**src/rtl/fetch_unit.sv**
```systemverilog
// fetch_unit: instruction fetch FSM feeding the FD register through an output slot
// and a one-entry skid buffer; supports redirect flushes and a terminal halt.
module fetch_unit #(
  parameter logic [15:0] RESET_PC = 16'h0000
) (
  input  logic        clk,
  input  logic        rst,
  output logic [15:0] mem_addr,
  output logic        mem_rd,
  input  logic [15:0] mem_data,
  input  logic        mem_done,
  output logic [15:0] instr,
  output logic [15:0] pc_inc,
  output logic        valid,
  input  logic        stall,
  input  logic        redirect,
  input  logic [15:0] redirect_pc,
  input  logic        halt
);
  typedef enum logic [1:0] {S_REQ, S_WAIT, S_DISCARD, S_HALTED} state_t;
  state_t      state_q, state_d;
  logic [15:0] pc_q, pc_d, addr_q, addr_d;
  logic [15:0] instr_q, instr_d, pc_inc_q, pc_inc_d;
  logic [15:0] skid_instr_q, skid_instr_d, skid_pc_q, skid_pc_d;
  logic        valid_q, valid_d, skid_q, skid_d, halt_q, halt_d;
  logic        consume, slot_free, issue, flush, load, halt_now, busy;
  logic [15:0] pc_next;
  assign pc_next   = pc_q + 16'd2;
  assign consume   = valid_q && !stall;
  assign slot_free = !skid_q && (!valid_q || !stall);
  assign issue     = state_q == S_REQ && slot_free && !redirect && !halt;
  assign flush     = redirect && state_q != S_HALTED;
  assign load      = mem_done && state_q == S_WAIT && !redirect;
  assign halt_now  = halt && !redirect;
  assign busy      = state_q == S_WAIT || state_q == S_DISCARD;
  // Gating with rst keeps the request low while reset is held, since REQ is the reset state
  assign mem_rd    = rst && (issue || busy);
  assign mem_addr  = state_q == S_REQ ? pc_q : addr_q;
  assign instr     = instr_q;
  assign pc_inc    = pc_inc_q;
  assign valid     = valid_q;
  always_comb begin
    case (state_q)
      S_REQ:     state_d = redirect ? S_REQ : halt ? S_HALTED : issue ? S_WAIT : S_REQ;
      S_WAIT:    state_d = !mem_done ? (redirect ? S_DISCARD : S_WAIT)
                                     : (!redirect && (halt_q || halt)) ? S_HALTED : S_REQ;
      S_DISCARD: state_d = !mem_done ? S_DISCARD : (halt_q || halt_now) ? S_HALTED : S_REQ;
      default:   state_d = S_HALTED;
    endcase
    pc_d   = flush ? redirect_pc : load ? pc_next : pc_q;
    addr_d = issue ? pc_q : addr_q;
    halt_d = halt_q || (halt_now && busy);
  end
  // Output slot refills from the skid entry first so program order is preserved
  always_comb begin
    instr_d      = instr_q;
    pc_inc_d     = pc_inc_q;
    valid_d      = valid_q;
    skid_instr_d = skid_instr_q;
    skid_pc_d    = skid_pc_q;
    skid_d       = skid_q;
    if (flush) begin
      valid_d = 1'b0;
      skid_d  = 1'b0;
    end else if (consume) begin
      valid_d      = skid_q || load;
      instr_d      = skid_q ? skid_instr_q : load ? mem_data : instr_q;
      pc_inc_d     = skid_q ? skid_pc_q : load ? pc_next : pc_inc_q;
      skid_d       = skid_q && load;
      skid_instr_d = load ? mem_data : skid_instr_q;
      skid_pc_d    = load ? pc_next : skid_pc_q;
    end else if (load) begin
      valid_d      = 1'b1;
      instr_d      = valid_q ? instr_q : mem_data;
      pc_inc_d     = valid_q ? pc_inc_q : pc_next;
      skid_d       = valid_q;
      skid_instr_d = valid_q ? mem_data : skid_instr_q;
      skid_pc_d    = valid_q ? pc_next : skid_pc_q;
    end
  end
  always_ff @(posedge clk or negedge rst) begin
    if (!rst) begin
      state_q      <= S_REQ;
      pc_q         <= RESET_PC;
      addr_q       <= RESET_PC;
      instr_q      <= 16'h0000;
      pc_inc_q     <= 16'h0000;
      valid_q      <= 1'b0;
      skid_instr_q <= 16'h0000;
      skid_pc_q    <= 16'h0000;
      skid_q       <= 1'b0;
      halt_q       <= 1'b0;
    end else begin
      state_q      <= state_d;
      pc_q         <= pc_d;
      addr_q       <= addr_d;
      instr_q      <= instr_d;
      pc_inc_q     <= pc_inc_d;
      valid_q      <= valid_d;
      skid_instr_q <= skid_instr_d;
      skid_pc_q    <= skid_pc_d;
      skid_q       <= skid_d;
      halt_q       <= halt_d;
    end
  end
endmodule

```
**config.mk**
```make
export PLATFORM = sky130hd
export DESIGN_NAME = fetch_unit
export DESIGN_NICKNAME = d
export VERILOG_FILES = /design/src/rtl/fetch_unit.sv
export SDC_FILE = /design/constraint.sdc
export NUM_CORES = 1
export LEC_CHECK = 0
export BUFFER_PORTS_ARGS = -buffer_cell sky130_fd_sc_hd__buf_4
export CAP_MARGIN = 20
export CORE_AREA = 2 2 141 143
export CTS_BUF_LIST = sky130_fd_sc_hd__clkbuf_4 sky130_fd_sc_hd__clkbuf_8
export DETAILED_ROUTE_END_ITERATION = 10
export DIE_AREA = 0 0 143 145
export GPL_TIMING_DRIVEN = 0
export SETUP_SLACK_MARGIN = 0.3
export SYNTH_ARGS = -nofsm -noshare
export SYNTH_HDL_FRONTEND = slang
export SYNTH_SLANG_ARGS = --single-unit
```
**constraint.sdc**
```tcl
create_clock -name clk -period 3.7 [get_ports clk]
set_clock_uncertainty 0.1 [all_clocks]
set_input_delay 0.37 -clock clk [delete_from_list [all_inputs] [get_ports clk]]
set_output_delay 0.37 -clock clk [all_outputs]
set_load 0.05 [all_outputs]
```
# Yosys cells after proc, flatten, opt, wreduce, memory -nomap -nowiden

Cells that the tools add are included.

Add/subtract/negate cells: 1
Equality and inequality tests: 4
Mux-type cells: 33
Bitwise gates (word level): 1
Reduce and logical (&&, ||, !) cells: 33

Operator list:

| operator              | count |
|---|---|
| $mux 16               | 18 |
| $add 16x2->16 const B | 1 |
| $mux 2                | 7 |
| $logic_and 1x1->1     | 13 |
| $reduce_bool 2->1     | 4 |
| $logic_or 1x1->1      | 7 |
| $mux 1                | 7 |
| $pmux 2 s3            | 1 |
| $logic_not 1->1       | 5 |
| $reduce_and 4->1      | 1 |
| $reduce_and 3->1      | 1 |
| $reduce_bool 3->1     | 1 |
| $eq 2x1->1 const B    | 1 |
| $eq 2x2->1 const B    | 1 |
| $logic_not 2->1       | 1 |
| $ne 2x1->1 const B    | 1 |
| $ne 2x2->1 const B    | 1 |
| $not 1->1             | 1 |

Register bits after elaboration: 101
Input port bits: 38
Output and inout bits: 50
Logic and storage cells: 82

# Logic depth before layout (Yosys ltp)

Gate-level depths: netlist of run 1.

Depth after elaboration: 10
Mapped depth: 9

# Worst setup path after synthesis of run 1

No wires, ideal clock.

Kind: register to output
From: reg valid_q (netlist: valid)
To: out mem_rd
Data arrival time: 2.571 ns
Data required time: 3.230 ns
Slack: 0.659 ns
Cell stages (with the launch flop): 7
Buffers on the path: 2
Cells stage by stage: dfrtp_1 -> a211oi_2 -> nand2_1 -> or2_1 -> buf_6 -> buf_12 -> a21boi_0

Cells in the longest elaborated chain, start to end: 8

RTL lines:

| item                           | RTL line | RTL |
|---|---|---|
| start, declared                | 25       | `logic valid_q, valid_d, skid_q, skid_d, halt_q, halt_d;` |
| start signal, assigned         | 99       | `valid_q <= valid_d;` |
| $logic_not 1->1                | 30       | `assign slot_free = !skid_q && (!valid_q \|\| !stall);` |
| $logic_or 1x1->1               | 30       |  |
| $logic_and 1x1->1              | 30       |  |
| $logic_and 1x1->1 (3 in a row) | 31       | `assign issue = state_q == S_REQ && slot_free && !redirect && !halt;` |
| $logic_or 1x1->1               | 37       | `assign mem_rd = rst && (issue \|\| busy);` |
| $logic_and 1x1->1              | 37       |  |
| end, declared                  | 9        | `output logic mem_rd,` |

Every way passes these cells.

# Worst setup path in the final report of run 1

From: in rst
To: out mem_rd

Cells in the longest elaborated chain, start to end: 1

RTL lines:

| item              | RTL line | RTL |
|---|---|---|
| start, declared   | 7        | `input logic rst,` |
| $logic_and 1x1->1 | 37       |  |

Every way passes these cells.

==> results of run 1 <==
state kept, by name, indices dropped and copies added (netlist names):
register and count:
valid 1, skid_q 1, addr_q 16, pc_inc 16
skid_pc_q 16, instr 16, state_q 2, halt_q 1
pc_q 16, skid_instr_q 16
metrics by stage:
stage          setup slack [ns]  hold slack, ns  cell area [um^2]
5_1_grt                  0.6252          0.1103              5991
2_1_floorplan            0.6590        -0.02559              4748
3_3_place_gp              1.233          0.3564              5733
3_5_place_dp              1.351          0.3650              5761
4_1_cts                  0.7898         0.09982              5991
6_report                 0.8739          0.1244              5991
metal layers:
metal | global-route usage [%] | wire [um] | up-vias
met4 | 2.525 | 42 | 0
met3 | 2.640 | 650 | 5
met1 | 19.23 | 6533 | 1793
met5 | 0 | 0 | -
li1 | - | - | 1767
met2 | 17.39 | 5263 | 102
area by class of cell:
type	instances	area (um^2)	share of cell area [%]
Buffer	33	182.7	3.049
Clock buffer	10	137.6	2.297
Clock inverter	5	82.58	1.378
Inverter	4	15.01	0.2506
Multi-Input combinational cell	310	2023	33.77
Sequential cell	101	2527	42.19
Tap cell	265	331.6	5.535
Timing Repair Buffer	89	690.7	11.53
critical path, cell delays in order:
cell and delay (ns):
dlygate4sd3_1 0.53, buf_4 0.62, buf_16 0.30, a21boi_0 0.23, buf_4 0.23
worst paths after layout:
path / slack (ns) / cells past startpoint / start / to
setup / recovery: 0.87 / 5 / rst / mem_rd
hold / removal: 0.12 / 3 / redirect_pc[3] / pc_q[3]
setup reg to reg: 1.56 / 7 / state_q[0] / pc_q[6]
hold reg to reg: 0.38 / 2 / skid_pc_q[1] / skid_pc_q[1]
max in group asynchronous: 2.25 / 3 / rst / addr_q[0]
min in group asynchronous: 0.52 / 2 / rst / skid_instr_q[1]
layout by cell type, fill, tap and decap left out, drive strengths merged, types with 3 or more instances in the layout:
cell and n:
buf 110, dfrtp 101, nand2 78, mux2 50, o21ai 40, nor2 29
clkbuf 21, a31oi 19, nand3 13, a22oi 12, a21oi 11, xor2 7
a21o 6, xnor2 6, o211ai 6, ha 5, inv 5, nand4 3
cells by family after synthesis:
| family | synth area share [%] |
|---|---|
| DFF | 53.23 |
| muxes | 12.62 |
| buffers and inverters | 4.163 |
| xor gates and xnor gates | 2.398 |
| AOI/OAI and AO/OA | 13.75 |
| and+or+nand+nor | 12.52 |
| adders and majority gates | 1.318 |
power breakdown:
group          leakage [nW]  total [W]  switching (W)  internal (W)
Clock                 0.113   0.000791       0.000393      0.000399
Combinational          1.37    0.00292        0.00188       0.00104
Sequential             1.27    0.00194       0.000344       0.00160
what timing repair did:
item	CTS	global route
endpoints found under the hold margin	1	0
hold buffers	1	0
resized for setup	0	0
==> summary.txt, run 1 <==
Final layout
  – Layout Utilization: between 30% and 40%
  – Synth-to-layout area growth: 26.17%
  – Fin nets: 591
  – Layout cell share with drive strength beyond 1: 32.97%
  – Filler cell count: 2008
  – Post-Layout Cell Count: just over 800
  – Ant diodes: 0

CTS
  – CTS tree: yes
  – CTS H-tree lvls: 3
  – CTS Buf Count: 9
  – CTS root buffer: clkbuf_8
  – Clk_lat worst skew: about 0.37 ns
  – Clk slew on worst S/H paths: 0.10 ns
  – Post-CTS setup buffers: 0
  – Max Root-Sink Buffers: 2
  – CTS Sinks: 101

STA
  – Relative max-transition margin: between 40% and 50%
  – Unrepaired setup endpoints after global routing: no
  – Min Tclk post-route: 2.826 ns
  – Worst Max-Slew Pin Slew: a little over 0.8 ns
  – Final Hold Viols: 0
  – Final setup vio count: 0
  – Total negative slack: 0 ns
  – Slew Limit Fails: 0
  – Crit share post-route: between 70 and 80%
  – FMAX: 353.9 MHz

Min path
  – Worst Hold Class: input port to flip-flop

Yosys
  – Post-synth top area cell: dfrtp_1
  – Synth area leaders: dfrtp_1, mux2_2, nand2_1
  – Cell Area, Synth: 4748 um^2
  – Cell with the most instances after synthesis: dfrtp_1
  – Synth unique cells: 49
  – Warnings from Yosys: 0
  – Synth top cells by count: dfrtp_1, nand2_1, mux2_2, o21ai_0, nor2_1
  – Post-synth net total: 491
  – Syn avg cell area: ~11 um^2
  – Mapped Cells: 448
  – #FFs+latches synth: 101
  – Area share of the leading cell type in the synthesized netlist: 53.23%
  – Number of enable flip-flop cells after synthesis: 0
  – Share of synthesized flip-flops with an asynchronous set or reset: 100.0%
  – Top FF cell, synth: dfrtp_1
  – Seq/Total Area, Yosys: 53.23%

Global routing
  – Initial antenna violation count: 0
  – Vias in the first global route: 3593
  – Total track usage: 12.34%
  – First-pass GRT wire length: 20170 um
  – GRT overflow: 0
  – Largest net degree at the start of global routing: between 60 and 70

Worst setup path
  – Max Fanout on Critical Path: approximately 60
  – Startpoint Class: input port
  – Data required time of the worst path: 3.23 ns
  – CP arrival: 2.36 ns
  – Crit end category: output pin
  – Crit Path Category: input port to output pin

Floorplanning
  – Number of core rows: 51
  – Die Height: ~150 um
  – Io pins: 88
  – Initial Util: between 20% and 30%
  – Die area: 20740 um^2
  – Total core area: 19210 um^2
  – Die X: 143 um

Run
  – Max-Cap Viols: 0

Pwr
  – PD cells: between 900 and 1000 nW/um^2
  – Peak VDD IR: 0.5681 mV
  – Overall Power: around 0.0057 W
  – Leak: about 2.8 nW

Drt
  – DRC Markers: 0
  – DR iter-0 viols: 210
  – Drt pass-1 iters: 4
  – Routed WL: 12490 um
  – Vias: 3667
  – Post-DRT Antenna Nets: 0
  – Vias per inst: 4.488
  – Wire per inst: 15.29 um

Placement
  – RePlAce Congestion: 0.7626
  – DP Cell Count: approximately 800
  – PortBufs: 87
  – Detailed placement HPWL: 9041 um

Status
  – Outcome: complete, no violations
(Power assumes the default switching activity.)
==> inputs of run 2 (changes only) <==
==> constraint.sdc (replaced) <==
create_clock -name clk -period 2.87 [get_ports clk]
set_clock_uncertainty 0.1 [all_clocks]
set_input_delay 0.287 -clock clk [delete_from_list [all_inputs] [get_ports clk]]
set_output_delay 0.287 -clock clk [all_outputs]
set_load 0.05 [all_outputs]
==> run 2 against run 1 <==
Against the previous run: non-clock buffer count rose by 5; sequential power up 28%; routed wire length fell by 3.0%; total power is 30% higher; critical endpoint unchanged.
==> summary.txt, run 2 (synthesized netlist as in run 1, its figures left out) <==
Final layout
  – Ant diodes: 0
  – Synth-to-layout area growth: 27.48%
  – Filler cell count: 1984
  – Layout Utilization: 31.52%
  – Most frequent cells in the layout: dfrtp_1, buf_4, nand2_1, mux2_2, o21ai_0
  – Fin area: 6053 um^2
  – Commonest non-fill, non-tap cell in the layout: dfrtp_1
  – Post-Layout Cell Count: between 800 and 900
  – FF/Latch Area: 2527 um^2
  – Fin nets: around 600
  – Multi-input gate area: 2027 um^2
  – Layout cell share with drive strength beyond 1: roughly a third

Drt
  – DRC Markers: 0
  – DR iter-0 viols: approximately 290
  – Vias per inst: between 4 and 5
  – Wire per inst: 14.72 um
  – Vias: 3672
  – Post-DRT Antenna Nets: 0
  – Routed WL: 12120 um
  – Drt pass-1 iters: 6

Floorplanning
  – Number of core rows: 51
  – Io pins: 88
  – Total core area: 19210 um^2
  – Initial Util: 24.72%
  – Die X: about 140 um
  – Die area: between 20000 and 25000 um^2
  – Die Height: 145 um

Placement
  – RePlAce Congestion: 0.7769
  – DP Cell Count: 801
  – PortBufs: 87
  – Detailed placement HPWL: about 9000 um
  – Placed inst area: 5764 um^2

Worst setup path
  – Largest stage delay, worst path: roughly 0.41 ns
  – Worst-path cell chain: inv_1, ha_1, buf_6, nand2_1, or2_1, buf_6, buf_12, a21boi_2, buf_6
  – Cell mode on critical path: buf_6
  – CP arrival: just over 2 ns
  – Startpoint Class: flip-flop
  – Crit end category: output pin
  – Data required time of the worst path: 2.48 ns
  – Crit Path Category: flip-flop to output pin
  – Max Fanout on Critical Path: 10
  – CP max-delay cell: dfrtp_1

Global routing
  – Vias in the first global route: between 3000 and 4000
  – GRT overflow: 0
  – Total track usage: around an eighth
  – First-pass GRT wire length: 19490 um
  – Initial antenna violation count: 0
  – Largest net degree at the start of global routing: 54

Min path
  – Worst Hold Class: input port to flip-flop

STA
  – Crit share post-route: approximately 85%
  – Slew Limit Fails: 0
  – FMAX: a little over 400 MHz
  – Total negative slack: 0 ns
  – Final setup vio count: 0
  – Unrepaired setup endpoints after global routing: no
  – Relative max-transition margin: 54.62%
  – Final Hold Viols: 0
  – Min Tclk post-route: 2.429 ns
  – Worst Max-Slew Pin Slew: 0.6808 ns

Pwr
  – PD cells: 1214 nW/um^2
  – Overall Power: ~0.0073 W
  – Leak: about 2.8 nW
  – Peak VDD IR: 0.7689 mV

CTS
  – Clk_lat worst skew: 0.36 ns
  – CTS Buf Count: 9
  – CTS H-tree lvls: 3
  – CTS tree: yes
  – CTS root buffer: clkbuf_8
  – CTS Sinks: 101
  – Clk slew on worst S/H paths: 0.10 ns
  – Max Root-Sink Buffers: 2

Run
  – Max-Cap Viols: 0

Status
  – Outcome: complete, no violations
run 2: path summary, 6_finish.rpt:
path / start / to / slack [ns] / depth (start not counted)
hold reg to reg: skid_pc_q[6] / skid_pc_q[6] / 0.38 / 2
setup reg to reg: state_q[0] / pc_q[14] / 0.65 / 7
hold / removal: redirect_pc[3] / pc_q[3] / 0.04 / 3
setup / recovery: state_q[0] / mem_rd / 0.44 / 9
max in group asynchronous: rst / pc_q[7] / 1.58 / 3
min in group asynchronous: rst / instr[2] / 0.39 / 2
run 2: what timing repair did:
| action | CTS | global route |
|---|---|---|
| resized for setup | 1 | 2 |
| setup endpoints to repair | 9 | 10 |
| hold buffers | 1 | 0 |
| endpoints found under the hold margin | 48 | 0 |
| setup buffers | 0 | 5 |
run 2: final cells by class:
class	count	share of cell area, %
tap	265	5.477
sequential	101	41.75
clock buffer	11	2.501
timing repair buffer	94	12.09
buffer	33	3.100
clock inverter	5	1.344
inverter	4	0.2480
multi-input combinational	310	33.48
run 2: where the power goes:
part / internal (W) / switching, W / leakage [nW]
Sequential: 0.00206 / 0.000430 / 1.27
Combinational: 0.00140 / 0.00243 / 1.40
Clock: 0.000541 / 0.000487 / 0.116
run 2: per-layer routing:
metal | part of all wire [%] | up-vias | global-route usage (%)
li1 | - | 1787 | -
met1 | 49 | 1760 | 17.73
met2 | 44 | 118 | 17.66
met3 | 6.2 | 7 | 2.970
met4 | 0.64 | 0 | 2.426
met5 | 0 | - | 0
run 2: per-stage QoR:
stage | hold WS (ns) | setup slack [ns]
after floorplan | -0.1086 | 0.5837
after global placement | 0.3568 | 0.5796
after detailed placement | 0.2714 | 0.5828
after CTS | 0.02102 | 0.3075
after global routing | 0.02060 | 0.3236
final | 0.04181 | 0.4406
run 2: critical path, delay by kind of cell (launching register included):
family	cells	cell delay, ns
buffers and inverters	5	0.67
AO/OA/AOI/OAI	1	0.15
adder cells (fa/ha/maj)	1	0.16
AND/OR/NAND/NOR	2	0.28
flip-flops	1	0.41
==> inputs of run 3 (changes only) <==
--- a/config.mk
+++ b/config.mk
@@ -5,12 +5,13 @@
 export SDC_FILE = /design/constraint.sdc
 export NUM_CORES = 1
 export LEC_CHECK = 0
+export ABC_AREA = 1
 export BUFFER_PORTS_ARGS = -buffer_cell sky130_fd_sc_hd__buf_4
 export CAP_MARGIN = 20
-export CORE_AREA = 2 2 141 143
+export CORE_AREA = 2 2 145 147
 export CTS_BUF_LIST = sky130_fd_sc_hd__clkbuf_4 sky130_fd_sc_hd__clkbuf_8
 export DETAILED_ROUTE_END_ITERATION = 10
-export DIE_AREA = 0 0 143 145
+export DIE_AREA = 0 0 147 149
 export GPL_TIMING_DRIVEN = 0
 export SETUP_SLACK_MARGIN = 0.3
 export SYNTH_ARGS = -nofsm -noshare
==> constraint.sdc (replaced) <==
create_clock -name clk -period 1.97 [get_ports clk]
set_clock_uncertainty 0.1 [all_clocks]
set_input_delay 0.197 -clock clk [delete_from_list [all_inputs] [get_ports clk]]
set_output_delay 0.197 -clock clk [all_outputs]
set_load 0.05 [all_outputs]
==> run 3 against run 2 <==
Against the previous run: the run now ends with negative hold slack, negative setup slack left; clock-buffer cell count is 2 lower; combinational power fell by 95%; area after synthesis up 5.2%; critical endpoint is now mem_addr[13].
==> summary.txt, run 3 <==
Worst setup path
  – CP arrival: 1.72 ns
  – Data required time of the worst path: 1.67 ns
  – Startpoint Class: flip-flop
  – Crit Path Category: flip-flop to output pin
  – Max Fanout on Critical Path: 7
  – Crit end category: output pin

Global routing
  – Total track usage: 14.17%
  – GRT overflow: 0
  – Vias in the first global route: roughly 4800
  – Initial antenna violation count: 0
  – Largest net degree at the start of global routing: 62
  – First-pass GRT wire length: roughly 25000 um
  – GR Layer Usage met3: 3.333%
  – M1 GR Usage: approximately 18%
  – Global routing usage on met2: 24.77%
  – Global route hottest layer: met2

Final layout
  – Commonest non-fill, non-tap cell in the layout: nand2_1
  – Fin nets: 877
  – Most frequent cells in the layout: nand2_1, dfrtp_1, buf_4, inv_1, o21ai_0
  – Layout Utilization: 38.06%
  – Post-Layout Cell Count: about 1100
  – Ant diodes: 0
  – Synth-to-layout area growth: 56.70%
  – Layout cell share with drive strength beyond 1: around a third
  – Fin area: 7825 um^2

Yosys
  – Number of enable flip-flop cells after synthesis: 0
  – Syn avg cell area: 7.577 um^2
  – Synth unique cells: 28
  – #FFs+latches synth: between 100 and 150
  – Top FF cell, synth: dfrtp_1
  – Warnings from Yosys: 0
  – Synth area leaders: dfrtp_1, nand2_1, o21ai_0
  – Post-synth top area cell: dfrtp_1
  – Synth top cells by count: nand2_1, dfrtp_1, o21ai_0, inv_1, nand3_1
  – Post-synth net total: 702
  – Cell Area, Synth: 4994 um^2
  – Share of synthesized flip-flops with an asynchronous set or reset: 100.0%
  – Seq/Total Area, Yosys: 50.61%
  – Cell with the most instances after synthesis: nand2_1
  – Area share of the leading cell type in the synthesized netlist: 50.61%
  – Mapped Cells: 659

CTS
  – CTS tree: yes
  – Clk_lat worst skew: 0.39 ns
  – CTS root buffer: clkbuf_8
  – Clk slew on worst S/H paths: 0.12 ns
  – CTS Buf Count: 9
  – CTS Sinks: 101
  – Hold_buf cts: 26
  – CTS H-tree lvls: 3
  – Max Root-Sink Buffers: 2

Floorplanning
  – Die Height: 149 um
  – Total core area: 20560 um^2
  – Initial Util: approximately 24%
  – Io pins: 88
  – Number of core rows: 53
  – Die area: 21900 um^2
  – Die X: 147 um

Drt
  – Wire per inst: ~14 um
  – DR iter-0 viols: 209
  – Post-DRT Antenna Nets: 0
  – Vias: 4849
  – Drt pass-1 iters: 4
  – Vias per inst: between 4 and 5
  – Routed WL: 15680 um
  – DRC Markers: 0

STA
  – Final Hold Viols: a little over 40
  – Worst hold slack: -0.3111 ns
  – Final setup vio count: 40
  – Worst Max-Slew Pin Slew: just under 0.6 ns
  – FMAX: 495.1 MHz
  – Slew Limit Fails: 0
  – Unrepaired setup endpoints after global routing: yes
  – Crit share post-route: 102.5%
  – Setup ws final: -0.04971 ns
  – Min Tclk post-route: slightly above 2 ns
  – Relative max-transition margin: 61.53%

Pwr
  – Peak VDD IR: 0.2961 mV
  – Leak: 4.062 nW
  – Overall Power: 0.003780 W
  – PD cells: slightly below 500 nW/um^2

Placement
  – Placed inst area: 6161 um^2
  – Detailed placement HPWL: between 10000 and 15000 um
  – RePlAce Congestion: slightly below 0.9
  – DP Cell Count: 1022
  – PortBufs: 87
  – Worst slack, placed: -0.01692 ns

Min path
  – Worst Hold Class: input port to asynchronous set/reset pin

Status
  – Outcome: finished with violations
  – Failing checks: negative hold slack, negative setup slack

Run
  – Max-Cap Viols: 0
## run 3: critical path, stage by stage (launching register included)
cell and delay [ns]:
dfrtp_1 0.38, inv_2 0.06, ha_4 0.16, buf_8 0.12
buf_4 0.13, clkbuf_16 0.15, o21ai_2 0.16, buf_6 0.18
## run 3: logic make-up (layout without fill, tap and decap cells)
family                     Yosys count  after routing  synth area share (%)
AOI/OAI and AO/OA                  106            106                 11.25
DFF                                101            101                 50.61
buffers and inverters               99            279                 8.319
xor gates and xnor gates             3              3                0.5263
and+or+nand+nor                    345            345                 28.04
adders and majority gates            5              5                 1.253
## run 3: path summary, 6_finish.rpt
path	start	end	slack, ns	depth (start not counted)
max reg2reg	state_q[1]	pc_q[10]	-0.04	13
max in group asynchronous	rst	pc_q[1]	1.34	2
min	rst	instr[6]	-0.31	1
min in group clk	redirect_pc[6]	pc_q[6]	0.01	4
min reg2reg	pc_inc[8]	pc_inc[8]	0.39	2
max	state_q[0]	mem_addr[13]	-0.05	7
## run 3: per-stage QoR
| stage | hold WS [ns] | setup TNS, ns |
|---|---|---|
| finish | -0.3111 | -0.5991 |
| global placement | 0.3134 | -0.1021 |
| detailed placement | 0.1420 | -0.02965 |
| global route | -0.2645 | -7.693 |
| floorplan | -0.1986 | 0 |
| CTS | -0.2933 | -0.4199 |
## run 3: cell type report
cell class                      instances  area [um^2]
Buffer                                 29        371.6
Clock buffer                            9        123.9
Clock inverter                          7        103.9
Fill cell                            2069        12730
Inverter                               70        279.0
Multi-Input combinational cell        459         2447
Sequential cell                       101         2530
Tap cell                              275        344.1
Timing Repair Buffer                  164         1625
## run 3: where the power goes
part	switching (W)	leakage, nW	internal [W]	total (W)
logic	0.0000866	2.68	0.0000934	0.000180
clock network	0.000795	0.108	0.000733	0.00153
registers	0	1.28	0.00207	0.00207
## run 3: what timing repair did
item | in CTS | in global routing
pin swaps | 16 | 12
setup endpoints to repair | 113 | 115
gates resized for setup | 149 | 60
setup buffers | 27 | 8
endpoints found under the hold margin | 67 | 41
gates cloned | 5 | 10
## run 3: per-layer routing
layer	share of wire [%]	vias up
met5	0	-
met4	1.4	0
met3	4.7	15
met2	50	78
met1	44	2337
li1	-	2419
